## src/rtl/ins_fetch_pkg.sv

```systemverilog
// ----------------------------------------------------------------------------
// ins_fetch_pkg
//   Shared definitions for the instruction fetch slice: PC width, the JAL
//   opcode, the fetch FSM state type, the queue entry layout and the JAL
//   immediate decoder used when JAL_FOLLOW_EN is defined.
//   No ports; imported by ins_fetch and ins_fetch_queue.
// ----------------------------------------------------------------------------
package ins_fetch_pkg;

  // Width of every program counter carried through the fetch path.
  localparam int PC_WIDTH = 32;

  // RISC-V JAL major opcode (instruction bits [6:0]).
  localparam logic [6:0] OPC_JAL = 7'b1101111;

  // Fetch FSM states.
  //   FS_IDLE : no request outstanding, may issue one
  //   FS_WAIT : request outstanding, response will be pushed
  //   FS_DROP : request outstanding, response will be thrown away
  typedef enum logic [1:0] {
    FS_IDLE = 2'd0,
    FS_WAIT = 2'd1,
    FS_DROP = 2'd2
  } fetch_state_e;

  // One buffered fetch: the word, where it came from, and where fetch
  // expects to go next.
  typedef struct packed {
    logic [31:0]         ins;
    logic [PC_WIDTH-1:0] pc;
    logic [PC_WIDTH-1:0] pred_pc;
  } fetch_entry_t;

  // Sign-extended J-type immediate; bit 0 is always zero.
  function automatic logic [PC_WIDTH-1:0] jal_offset(input logic [31:0] word);
    return {{11{word[31]}}, word[31], word[19:12], word[20], word[30:21], 1'b0};
  endfunction

endpackage

```

## src/rtl/ins_fetch_queue.sv

```systemverilog
// ----------------------------------------------------------------------------
// ins_fetch_queue
//   Circular FIFO of fetched instructions {ins, pc, pred_pc}. Depth is
//   2**DEPTH_LOG and every slot is usable. Head fields come straight from the
//   slot registers.
//
// Parameters
//   DEPTH_LOG        log2 of the number of slots
// Ports
//   clk_i            clock
//   rst_ni           asynchronous active-low reset
//   push_i           write push_* into the tail slot
//   pop_i            drop the head slot (ignored while empty)
//   clear_i          empty the queue; overrides push and pop
//   push_ins_i       instruction word to push
//   push_pc_i        PC of the pushed word
//   push_pred_pc_i   predicted next PC of the pushed word
//   full_o           every slot holds an entry
//   empty_o          no entries
//   head_ins_o       instruction at the head
//   head_pc_o        PC at the head
//   head_pred_pc_o   predicted next PC at the head
// ----------------------------------------------------------------------------
module ins_fetch_queue
  import ins_fetch_pkg::*;
#(
  parameter int DEPTH_LOG = 2
) (
  input  logic        clk_i,
  input  logic        rst_ni,
  input  logic        push_i,
  input  logic        pop_i,
  input  logic        clear_i,
  input  logic [31:0] push_ins_i,
  input  logic [31:0] push_pc_i,
  input  logic [31:0] push_pred_pc_i,
  output logic        full_o,
  output logic        empty_o,
  output logic [31:0] head_ins_o,
  output logic [31:0] head_pc_o,
  output logic [31:0] head_pred_pc_o
);

  localparam int DEPTH = 1 << DEPTH_LOG;
  localparam logic [DEPTH_LOG:0] FULL_COUNT = (DEPTH_LOG + 1)'(DEPTH);

  fetch_entry_t           slots_q [DEPTH];
  fetch_entry_t           push_entry;
  fetch_entry_t           head_entry;
  logic [DEPTH_LOG-1:0]   head_q;
  logic [DEPTH_LOG-1:0]   tail_q;
  logic [DEPTH_LOG:0]     count_q;
  logic                   do_push;
  logic                   do_pop;

  assign full_o  = (count_q == FULL_COUNT);
  assign empty_o = (count_q == '0);

  // A push into a full queue is only accepted when the head leaves in the
  // same cycle, so no live entry is ever overwritten.
  assign do_pop  = pop_i && !empty_o;
  assign do_push = push_i && (!full_o || do_pop);

  assign push_entry.ins     = push_ins_i;
  assign push_entry.pc      = push_pc_i;
  assign push_entry.pred_pc = push_pred_pc_i;

  assign head_entry     = slots_q[head_q];
  assign head_ins_o     = head_entry.ins;
  assign head_pc_o      = head_entry.pc;
  assign head_pred_pc_o = head_entry.pred_pc;

  // Pointer and occupancy bookkeeping. Pointers are exactly DEPTH_LOG bits
  // wide so incrementing past the last slot wraps to slot 0 by itself.
  // Slots are reset so the head reads as zero out of reset; a clear only
  // rewinds the pointers and leaves stale slot contents behind, which is
  // harmless because the queue reports empty.
  always_ff @(posedge clk_i or negedge rst_ni) begin
    if (!rst_ni) begin
      head_q  <= '0;
      tail_q  <= '0;
      count_q <= '0;
      for (int i = 0; i < DEPTH; i++) begin
        slots_q[i] <= '0;
      end
    end else if (clear_i) begin
      head_q  <= '0;
      tail_q  <= '0;
      count_q <= '0;
    end else begin
      if (do_push) begin
        slots_q[tail_q] <= push_entry;
        tail_q          <= tail_q + 1'b1;
      end
      if (do_pop) begin
        head_q <= head_q + 1'b1;
      end
      case ({do_push, do_pop})
        2'b10:   count_q <= count_q + 1'b1;
        2'b01:   count_q <= count_q - 1'b1;
        default: count_q <= count_q;
      endcase
    end
  end

endmodule

```

## src/rtl/ins_fetch.sv

```systemverilog
// ----------------------------------------------------------------------------
// ins_fetch
//   Producer end of the fetch->decode interface. Owns the PC, fetches one
//   32-bit word at a time from the icache/memory controller over a req/done
//   handshake and buffers each word with its PC and predicted next PC in
//   ins_fetch_queue. A flush redirects the PC and discards everything that is
//   buffered or still in flight.
//
// Configuration macro
//   JAL_FOLLOW_EN    when defined, a fetched JAL redirects fetch to its target
//                    and the target becomes the entry's predicted PC; when
//                    undefined every word predicts pc+4.
//
// Parameters
//   QUEUE_DEPTH_LOG  log2 of queue depth
//   RESET_PC         PC after reset
// Ports
//   clk_in           clock
//   rst_in           asynchronous active-low reset
//   rdy_in           global ready; low freezes every register
//   mem_req          fetch request, held until mem_done
//   mem_addr         fetch address, stable while mem_req is high
//   mem_done         one-cycle pulse, mem_data valid
//   mem_data         fetched instruction word
//   ins_valid        queue holds at least one entry
//   ins              head instruction word
//   ins_pc           PC of the head instruction
//   ins_pred_pc      predicted next PC of the head instruction
//   ins_pop          consumer takes the head this cycle
//   flush_in         redirect request
//   flush_pc_in      redirect target
// ----------------------------------------------------------------------------
module ins_fetch
  import ins_fetch_pkg::*;
#(
  parameter int          QUEUE_DEPTH_LOG = 2,
  parameter logic [31:0] RESET_PC        = 32'h0
) (
  input  logic        clk_in,
  input  logic        rst_in,
  input  logic        rdy_in,
  output logic        mem_req,
  output logic [31:0] mem_addr,
  input  logic        mem_done,
  input  logic [31:0] mem_data,
  output logic        ins_valid,
  output logic [31:0] ins,
  output logic [31:0] ins_pc,
  output logic [31:0] ins_pred_pc,
  input  logic        ins_pop,
  input  logic        flush_in,
  input  logic [31:0] flush_pc_in
);

  fetch_state_e        state_q;
  logic [PC_WIDTH-1:0] pc_q;
  logic                mem_req_q;
  logic [31:0]         mem_addr_q;

  logic [PC_WIDTH-1:0] next_pc_d;
  logic                issue_ok;
  logic                q_push;
  logic                q_pop;
  logic                q_clear;
  logic                q_full;
  logic                q_empty;

  assign mem_req   = mem_req_q;
  assign mem_addr  = mem_addr_q;
  assign ins_valid = !q_empty;

  // Where fetch goes after the word arriving on mem_data. Only consumed in
  // the cycle mem_done is accepted, so mem_data is always meaningful here.
  always_comb begin
    next_pc_d = pc_q + 32'd4;
`ifdef JAL_FOLLOW_EN
    if (mem_data[6:0] == OPC_JAL) begin
      next_pc_d = pc_q + jal_offset(mem_data);
    end
`endif
  end

  // Issue only if the response is guaranteed a slot: the queue must have
  // room once this cycle's pop has happened. A pop only takes effect on a
  // non-empty queue, and a full queue is never empty, so "not full or
  // popping" is exactly "occupancy after pop below depth".
  assign issue_ok = !q_full || ins_pop;

  // Queue strobes. Flush wins over everything: it empties the queue, the
  // pop is ignored, and a response landing in the flush cycle is dropped.
  assign q_clear = rdy_in && flush_in;
  assign q_pop   = rdy_in && !flush_in && ins_pop;
  assign q_push  = rdy_in && !flush_in && (state_q == FS_WAIT) && mem_done;

  // Fetch FSM with registered request outputs. mem_addr only changes when a
  // new request is issued, so it stays stable for the whole WAIT/DROP
  // period. A flush during an outstanding request moves to DROP so the
  // stale response is absorbed without being pushed; the flush target is
  // parked in pc_q and fetched once the old request has completed.
  always_ff @(posedge clk_in or negedge rst_in) begin
    if (!rst_in) begin
      state_q    <= FS_IDLE;
      pc_q       <= RESET_PC;
      mem_req_q  <= 1'b0;
      mem_addr_q <= '0;
    end else if (rdy_in) begin
      if (flush_in) begin
        pc_q <= flush_pc_in;
        case (state_q)
          FS_WAIT: begin
            if (mem_done) begin
              mem_req_q <= 1'b0;
              state_q   <= FS_IDLE;
            end else begin
              state_q <= FS_DROP;
            end
          end
          FS_DROP: begin
            if (mem_done) begin
              mem_req_q <= 1'b0;
              state_q   <= FS_IDLE;
            end
          end
          default: begin
            state_q <= FS_IDLE;
          end
        endcase
      end else begin
        case (state_q)
          FS_IDLE: begin
            if (issue_ok) begin
              mem_req_q  <= 1'b1;
              mem_addr_q <= pc_q;
              state_q    <= FS_WAIT;
            end
          end
          FS_WAIT: begin
            if (mem_done) begin
              pc_q      <= next_pc_d;
              mem_req_q <= 1'b0;
              state_q   <= FS_IDLE;
            end
          end
          FS_DROP: begin
            if (mem_done) begin
              mem_req_q <= 1'b0;
              state_q   <= FS_IDLE;
            end
          end
          default: begin
            mem_req_q <= 1'b0;
            state_q   <= FS_IDLE;
          end
        endcase
      end
    end
  end

  ins_fetch_queue #(
    .DEPTH_LOG (QUEUE_DEPTH_LOG)
  ) u_queue (
    .clk_i          (clk_in),
    .rst_ni         (rst_in),
    .push_i         (q_push),
    .pop_i          (q_pop),
    .clear_i        (q_clear),
    .push_ins_i     (mem_data),
    .push_pc_i      (pc_q),
    .push_pred_pc_i (next_pc_d),
    .full_o         (q_full),
    .empty_o        (q_empty),
    .head_ins_o     (ins),
    .head_pc_o      (ins_pc),
    .head_pred_pc_o (ins_pred_pc)
  );

endmodule
```

## config.mk

```make
export PLATFORM = sky130hd
export DESIGN_NAME = ins_fetch
export DESIGN_NICKNAME = d
export VERILOG_FILES = /design/src/rtl/ins_fetch_pkg.sv /design/src/rtl/ins_fetch_queue.sv /design/src/rtl/ins_fetch.sv
export SDC_FILE = /design/constraint.sdc
export NUM_CORES = 1
export LEC_CHECK = 0
export CAP_MARGIN = 10
export CORE_ASPECT_RATIO = 1.75
export CORE_MARGIN = 8
export CORE_UTILIZATION = 45
export CTS_BUF_LIST = sky130_fd_sc_hd__clkbuf_16
export DETAILED_ROUTE_END_ITERATION = 6
export PLACE_DENSITY = 0.65
export SLEW_MARGIN = 10
export SYNTH_ARGS = -nofsm -noshare
export SYNTH_HDL_FRONTEND = slang
export SYNTH_HIERARCHICAL = 1
export SYNTH_SLANG_ARGS = --single-unit
```

## constraint.sdc

```tcl
create_clock -name clk_in -period 8.4 [get_ports clk_in]
set_input_delay 1.26 -clock clk_in [delete_from_list [all_inputs] [get_ports clk_in]]
set_output_delay 1.26 -clock clk_in [all_outputs]
set_load 0.005 [all_outputs]
```

==> flow_summary.ini, run 1 <==
[setup_path]
cp_max_fo = 41
reg2reg_depth = 10
cp.required_ns = 8.84
regToRegEndpoint = u_queue/slots_q[338]$_DFFE_PN0P_
cp-startpoint = mem_done
reg2reg_slack_ns = 3.68
cp.arrival_ns = 5.66
setup.worst_path.class = input port to flip-flop
r2r_start = state_q[1]$_DFFE_PN0P_
crit_path_end_kind = flip-flop
cp-start-kind = input port

[synth]
ys.flop_type = dfrtp_1
ys_ff_latch = 458
synthesis.area_um2 = 21510
yosysTopAreaCell = dfrtp_1
synth_top_area_share_pct = 53.27
syn_avg_cell_area_um2 = 15.26
synth_nets = 1490
ys_types = 62
synth-edff-count = 0
syn_inst = 1410
synthTopCellsByArea = dfrtp_1 53%, mux2_2 15%, mux4_2 10%, mux2_4 8.6%, buf_2 1.1%
yosysWarnings = 6
ys_seq_area_share_pct = 53.27
ys_async_sr_fraction_pct = 100.0

[grt]
grt_pass1_wl_mm = 86.16
overflow = 0
grt_max_degree = 178
grtUsageTotal_pct = 19.85
grt_pass1_vias = 14010
antenna_found_initial = 2

[clocking]
cts_tree = yes
postCtsResizedCells = 0
cts-buffers-inserted = 45
cts_max_level = 2
cts_sinks = 458
clkLatencyLatePin_ns = 0.57
root_buffer = clkbuf_16
max-clock-path-buffers = 3
post_cts_buffers = 0
clkTransAtPathRegs_ns = 0.06
ctsHoldBuffers = 0

[place]
gp_congestion = 0.8615
portBuffers = 199
dp_hpwl_mm = 34.87

[floorplan]
rows = 106
die_area_um2 = 55330
core-area_um2 = 47480
start_util_pct = 45.31
ios = 200
dieWidth_um = 181.3
die_h_um = 305.2

[sta]
skew_ns = 0.01454
relSlewSlack_pct = 28.62
setup_tns_ns = 0
final.period_utilization_pct = 62.13
finalMaxSlewViolations = 0
rsz0062_at_grt = false
worst_slew_pin_slew_ns = 1.063
fin_crit_ns = 5.219
setup_viol = 0
clock.fmax_ghz = 0.1916
hold_viol_final = 0

[min_path]
holdPathStages = 1
min_to = u_queue/slots_q[321]$_DFFE_PN0P_
min_path_type = flip-flop to flip-flop
min_from = u_queue/slots_q[321]$_DFFE_PN0P_

[route]
num_vias = 12810
ant_nets = 0
routedWlPerCell_um = 24.88
drt-initial-drc-count = 613
vias_per_cell = 5.816
drc = 0
routed_wl_mm = 54.78
first_pass_iters = 5

[power_and_ir_drop]
powerDensity_nw_per_um2 = 250.0
ir_drop_v = 0.0001950
power.total_mw = 6.359
leakagePower_nw = 11.16

[flow_run]
cap_violations = 0

[final_layout]
syn2layout_area_growth_pct = 18.22
drive_gt1_share_pct = 38.27
nets = 1651

[status]
outcome = finished, final reports clean
-- worst max-delay path by stage --
| stage | to |
|---|---|
| after floorplan | u_queue/count_q[2]$_DFFE_PN0P_ |
| after global placement | u_queue/slots_q[330]$_DFFE_PN0P_ |
| after detailed placement | u_queue/slots_q[335]$_DFFE_PN0P_ |
| after CTS | u_queue/slots_q[338]$_DFFE_PN0P_ |
| after global routing | u_queue/slots_q[337]$_DFFE_PN0P_ |
| final | u_queue/slots_q[338]$_DFFE_PN0P_ |
-- cell families (layout without fill, tap and decap cells) --
group                    Yosys count  after routing  synth area share, %
other                              0              1                    0
AND/OR/NAND/NOR                  162            162                4.182
XOR/XNOR                          32             32                1.303
adder cells (fa/ha/maj)           10             10               0.6165
multiplexers                     514            514                34.07
buffers and inverters            122            319                3.199
AO/OA/AOI/OAI                    112            112                3.356
flip-flops                       458            458                53.27
-- metal layers --
metal  up-vias  global-route usage (%)  wire length [um]
met4         2                   8.265              2295
met1      6791                   23.64             21670
met5         -                       0                11
li1       5542                       -                 -
met2       362                   34.89             28160
met3       109                   3.599              2645
-- through the flow --
| stage | hold slack (ns) | cells | instance area (um2) | setup WS [ns] | util [%] |
|---|---|---|---|---|---|
| after floorplan | 0.4533 | 1410 | 21510 | 4.854 | - |
| after global placement | 0.4641 | 2118 | 23900 | 2.854 | 50.34 |
| after detailed placement | 0.4750 | 2118 | 23900 | 2.667 | 50.34 |
| after CTS | 0.4890 | 2201 | 25430 | 3.252 | 53.56 |
| after global routing | 0.5118 | 2201 | 25430 | 2.918 | 53.56 |
| final | 0.4905 | 2202 | 25430 | 3.181 | 53.57 |
-- layout by cell type, fill, tap and decap left out, types with 5 or more instances in the layout --
cell and count:
nor3_1 13, inv_1 21, xor2_1 8, o21ai_0 35, clkdlybuf4s50_1 198, buf_4 16
ha_1 9, clkinv_2 11, nand2_1 46, xnor2_1 24, bufinv_16 7, a211oi_1 8
clkinv_1 10, a22oi_1 5, o22ai_1 6, clkbuf_16 46, nor2_1 23, mux2_1 7
a311oi_1 7, and3_1 6, nor4_1 8, or3_1 10, mux4_2 96, a21oi_1 24
nand3_1 21, dfrtp_1 456, mux2_4 123, mux2_2 287
-- critical path: stages --
cell and delay (ns):
clkdlybuf4s50_1 0.52, nand2_1 0.37, nor2_1 0.88, nand2_1 0.28
inv_1 0.47, nor4bb_4 0.31, buf_4 0.47, buf_4 0.64
mux2_2 0.42
-- registers in the layout, indices dropped and copies added, names as in the netlist --
signal	count
state_q	2
mem_req	1
u_queue/slots_q	384
pc_q	32
u_queue/head_q	2
u_queue/tail_q	2
mem_addr	32
u_queue/count_q	3
-- Yosys cell counts, drive strengths merged (3+ instances only) --
cell,number
o22ai,6
and4,3
clkbuf,31
a22oi,5
nand2,46
nand4,5
xor2,8
buf,74
nor4bb,4
mux4,96
xnor2,24
and3,6
nor2,24
and2,4
a311oi,8
o32ai,4
or3,10
dfrtp,458
o21ai,35
inv,17
nor2b,3
a21oi,24
nor3,14
mux2,417
nor4,11
a211oi,8
nand3,22
ha,9
nand2b,3
a31oi,4
-- where the power goes --
part           switching [mW]  leakage [nW]  internal (mW)
Clock                   0.897         0.767           1.22
Combinational           0.514          4.26          0.941
Sequential              0.251          6.13           2.54
-- final cells by class --
cell class                      instances  area [um2]
Fill cell                            3926       22050
Sequential cell                       458       11470
Multi-Input combinational cell        830        9429
Timing Repair Buffer                  219        2197
Clock buffer                           46        1151
Tap cell                              594       743.2
Clock inverter                         37       377.9
Inverter                               17       63.81
Antenna cell                            1       2.502
Power figures use the tool's default switching activity.
==> run 2: changes to the inputs <==
Settings changed: PLACE_DENSITY 0.65 to 0.68.
Clock period 8.4 ns to 4.75 ns, I/O delays scaled along.
==> flow_summary.ini, run 2 (synthesis results as in run 1) <==
[sta]
finalMaxSlewViolations = 0
setup_ws_ns = 1.136
hold_viol_final = 0
skew_ns = 0.02346
final.period_utilization_pct = 76.09
worst_slew_pin_slew_ns = 1.025
setup_tns_ns = 0
fin_crit_ns = 3.614
setup_viol = 0
relSlewSlack_pct = 31.14
clock.fmax_ghz = 0.2767
rsz0062_at_grt = false

[route]
routed_wl_mm = 55.40
drt-initial-drc-count = 841
num_vias = 12790
drc = 0
ant_nets = 0
routedWlPerCell_um = 25.03
vias_per_cell = 5.778
first_pass_iters = 5

[clocking]
cts_sinks = 458
cts_tree = yes
post_cts_buffers = 0
cts-buffers-inserted = 45
clkLatencyLatePin_ns = 0.57
postCtsResizedCells = 0
clkTransAtPathRegs_ns = 0.07
cts_max_level = 2
ctsHoldBuffers = 0
max-clock-path-buffers = 3
root_buffer = clkbuf_16

[floorplan]
start_util_pct = 45.31
core-area_um2 = 47480
die_h_um = 305.2
die_area_um2 = 55330
dieWidth_um = 181.3
rows = 106
ios = 200

[setup_path]
cp-start-kind = flip-flop
cp-startpoint = u_queue/head_q[0]$_DFFE_PN0P_
crit_path_end_kind = output pin
cp.required_ns = 4.04
cp.arrival_ns = 2.90
setup.worst_path.class = flip-flop to output pin
r2r_start = state_q[1]$_DFFE_PN0P_
cp_max_fo = 65

[place]
place_ws_ns = 0.8775
gp_congestion = 0.8876
dp_hpwl_mm = 36.58
portBuffers = 199

[power_and_ir_drop]
pwr-share-comb_pct = 23.3
power_frac_clock_pct = 32.4
leakagePower_nw = 11.24
switching_share_pct = 26.12
pwr-share-seq_pct = 44.3
powerDensity_nw_per_um2 = 436.3
p_int_mw = 8.248
ir_drop_v = 0.0004386
p_switching_mw = 2.917

[final_layout]
top_register = u_queue/slots_q
syn2layout_area_growth_pct = 18.97
seq_area_um2 = 11470
mostFrequentLayoutCell = dfrtp_1
nFillCells = 3892
drive_gt1_share_pct = 38.49
final_cell_mix = 456 x dfrtp_1, 287 x mux2_2, 198 x clkdlybuf4s50_1
nets = 1664
multi_input_area_um2 = 9429
largest_reg_flops = 384

[grt]
grtUsageTotal_pct = 20.11
grt_max_degree = 119
grt_pass1_vias = 14150
antenna_found_initial = 4
grt_pass1_wl_mm = 87.29
overflow = 0

[status]
outcome = finished, final reports clean

[flow_run]
cap_violations = 0

[min_path]
min_path_type = input port to asynchronous set/reset pin
## run 2: layer usage
| metal | vias up | wire (um) | global-route usage, % |
|---|---|---|---|
| li1 | 5561 | - | - |
| met3 | 89 | 2795 | 3.504 |
| met2 | 358 | 29220 | 35.98 |
| met5 | - | 9 | 0 |
| met4 | 2 | 2140 | 8.112 |
| met1 | 6777 | 21240 | 23.60 |
## run 2: per-stage QoR
step	instance area [um2]	power, mW	std cells	util [%]	hold slack, ns
2_1_floorplan	21510	6.041	1410	-	0.4169
3_3_place_gp	24110	7.590	2131	50.78	0.4639
3_5_place_dp	24110	7.666	2131	50.78	0.4748
4_1_cts	25590	11.35	2210	53.89	0.2680
5_1_grt	25590	11.68	2210	53.89	0.2958
6_report	25590	11.17	2213	53.90	0.2440
## run 2: power groups by stage
stage	logic [mW]	registers [mW]	clock network (mW)
after global routing	2.79	5.02	3.87
after global placement	2.62	4.97	0
after detailed placement	2.66	5.01	0
after CTS	2.67	4.95	3.73
final	2.60	4.95	3.62
after floorplan	1.23	4.81	0
## run 2: layout make-up
class | count | area share, %
sequential | 458 | 44.81
multi-input combinational | 830 | 36.84
timing repair buffer | 232 | 9.406
clock buffer | 46 | 4.498
tap | 594 | 2.904
clock inverter | 33 | 1.261
inverter | 17 | 0.2493
antenna | 3 | 0.02933
## run 2: final timing paths
kind,end,cells past startpoint,slack [ns]
hold / removal,mem_addr[15]$_DFFE_PN0P_,1,0.24
setup reg to reg,u_queue/count_q[2]$_DFFE_PN0P_,12,1.48
setup / recovery,ins_pred_pc[29],3,1.14
min in group clk_in,u_queue/slots_q[318]$_DFFE_PN0P_,1,0.48
hold reg to reg,u_queue/slots_q[318]$_DFFE_PN0P_,1,0.48
max in group asynchronous,u_queue/head_q[0]$_DFFE_PN0P_,2,3.29
## run 2: critical path, stage by stage, from the launching register on
cell	delay, ns
dfrtp_4	0.61
buf_12	0.47
mux4_2	0.58
clkdlybuf4s50_1	0.57
==> run 3: changes to the inputs <==
Settings changed: PLACE_DENSITY 0.68 to 0.65.
Clock period 4.75 ns to 3.76 ns, I/O delays scaled along.
==> flow_summary.ini, run 3 (synthesis results as in run 1) <==
[status]
outcome = finished, final reports clean

[route]
routedWlPerCell_um = 24.83
num_vias = 12860
ant_nets = 0
drt-initial-drc-count = 815
vias_per_cell = 5.771
drc = 0
first_pass_iters = 5
routed_wl_mm = 55.33

[clocking]
root_buffer = clkbuf_16
cts-buffers-inserted = 43
clkTransAtPathRegs_ns = 0.07
cts_sinks = 458
cts_tree = yes
cts_max_level = 2
max-clock-path-buffers = 3
postCtsResizedCells = 0
clkLatencyLatePin_ns = 0.56

[sta]
clock.fmax_ghz = 0.2920
hold-worst-slack_ns = 0.4890
relSlewSlack_pct = 45.62
final.period_utilization_pct = 91.09
setup_viol = 0
fin_crit_ns = 3.425
skew_ns = 0.01923
setup_tns_ns = 0
worst_slew_pin_slew_ns = 0.8082
hold_viol_final = 0
rsz0062_at_grt = false
finalMaxSlewViolations = 0

[min_path]
min_path_type = flip-flop to flip-flop
min_to = u_queue/slots_q[328]$_DFFE_PN0P_
min_from = u_queue/slots_q[328]$_DFFE_PN0P_
holdPathStages = 1

[final_layout]
top_register = u_queue/slots_q
mostFrequentLayoutCell = dfrtp_1
syn2layout_area_growth_pct = 19.38
drive_gt1_share_pct = 38.76
final_cell_mix = 456 x dfrtp_1, 287 x mux2_2, 198 x clkdlybuf4s50_1
largest_reg_flops = 384
nets = 1679
nFillCells = 3908

[grt]
grt_pass1_vias = 14020
antenna_found_initial = 3
grt_pass1_wl_mm = 86.42
grt_max_degree = 92
overflow = 0
grtUsageTotal_pct = 20.02

[power_and_ir_drop]
ir_drop_v = 0.0003455
leakagePower_nw = 11.30
power.total_mw = 14.01
powerDensity_nw_per_um2 = 545.6

[floorplan]
die_area_um2 = 55330
start_util_pct = 45.31
rows = 106
dieWidth_um = 181.3
core-area_um2 = 47480
die_h_um = 305.2
ios = 200

[setup_path]
reg2reg_depth = 6
cp.required_ns = 3.20
cp-start-kind = flip-flop
regToRegEndpoint = u_queue/slots_q[219]$_DFFE_PN0P_
r2r_start = pc_q[16]$_DFFE_PN0P_
cp.arrival_ns = 2.86
cp_max_fo = 24
reg2reg_slack_ns = 0.81
crit_path_end_kind = output pin
setup.worst_path.class = flip-flop to output pin

[flow_run]
cap_violations = 0

[place]
portBuffers = 199
dp_hpwl_mm = 36.85
gp_congestion = 0.8683
run 3: worst max-delay path by stage:
stage                                   from                         endpoint  slack, ns
5_1_grt        u_queue/head_q[0]$_DFFE_PN0P_                          ins[29]       0.20
4_1_cts        u_queue/head_q[0]$_DFFE_PN0P_                       ins_pc[15]       0.24
2_1_floorplan         state_q[1]$_DFFE_PN0P_   u_queue/count_q[2]$_DFFE_PN0P_       0.86
6_report       u_queue/head_q[0]$_DFFE_PN0P_                       ins_pc[15]       0.34
3_3_place_gp                          rdy_in  u_queue/slots_q[48]$_DFFE_PN0P_       0.50
3_5_place_dp                          rdy_in  u_queue/slots_q[43]$_DFFE_PN0P_       0.47
run 3: worst max-delay path: stages, from the launching register on:
cell and delay, ns:
dfrtp_4 0.81, buf_4 0.38, mux4_2 0.60, clkdlybuf4s50_1 0.49
run 3: layout make-up:
| class | instances | area [um2] | area share (%) |
|---|---|---|---|
| diodes | 1 | 2.502 | 0.009743 |
| clock buffers | 44 | 1101 | 4.287 |
| clock inverters | 35 | 325.3 | 1.267 |
| inverters | 17 | 63.81 | 0.2485 |
| multi-input cells | 830 | 9429 | 36.71 |
| flip-flops and latches | 458 | 11470 | 44.65 |
| well taps | 594 | 743.2 | 2.894 |
| repair buffers | 249 | 2550 | 9.928 |
run 3: repair_timing:
| item | in CTS | in global routing |
|---|---|---|
| setup buffers | 0 | 0 |
| hold endpoints to repair | 8 | 0 |
| hold buffers | 1 | 0 |
| endpoints found under the setup margin | 0 | 0 |
run 3: metrics by stage:
| step | utilization [%] | std cells | area (um2) | setup slack [ns] |
|---|---|---|---|---|
| finish | 54.09 | 2228 | 25680 | 0.3351 |
| global placement | 51.06 | 2147 | 24240 | 0.4982 |
| floorplan | - | 1410 | 21510 | 0.8593 |
| detailed placement | 51.06 | 2147 | 24240 | 0.4676 |
| global route | 54.09 | 2227 | 25680 | 0.1969 |
| CTS | 54.09 | 2227 | 25680 | 0.2413 |
run 3: routing by layer:
metal	up-vias	global-route usage (%)	share of wire (%)
li1	5592	-	-
met1	6777	24.09	39
met2	388	34.75	51
met3	97	3.279	5.1
met4	4	9.240	4.7
met5	-	0	0.036
run 3: report_power, final:
group          total, mW  switching [mW]  internal, mW
clock network       4.45            1.91          2.54
registers           6.21           0.543          5.67
logic               3.35            1.21          2.13
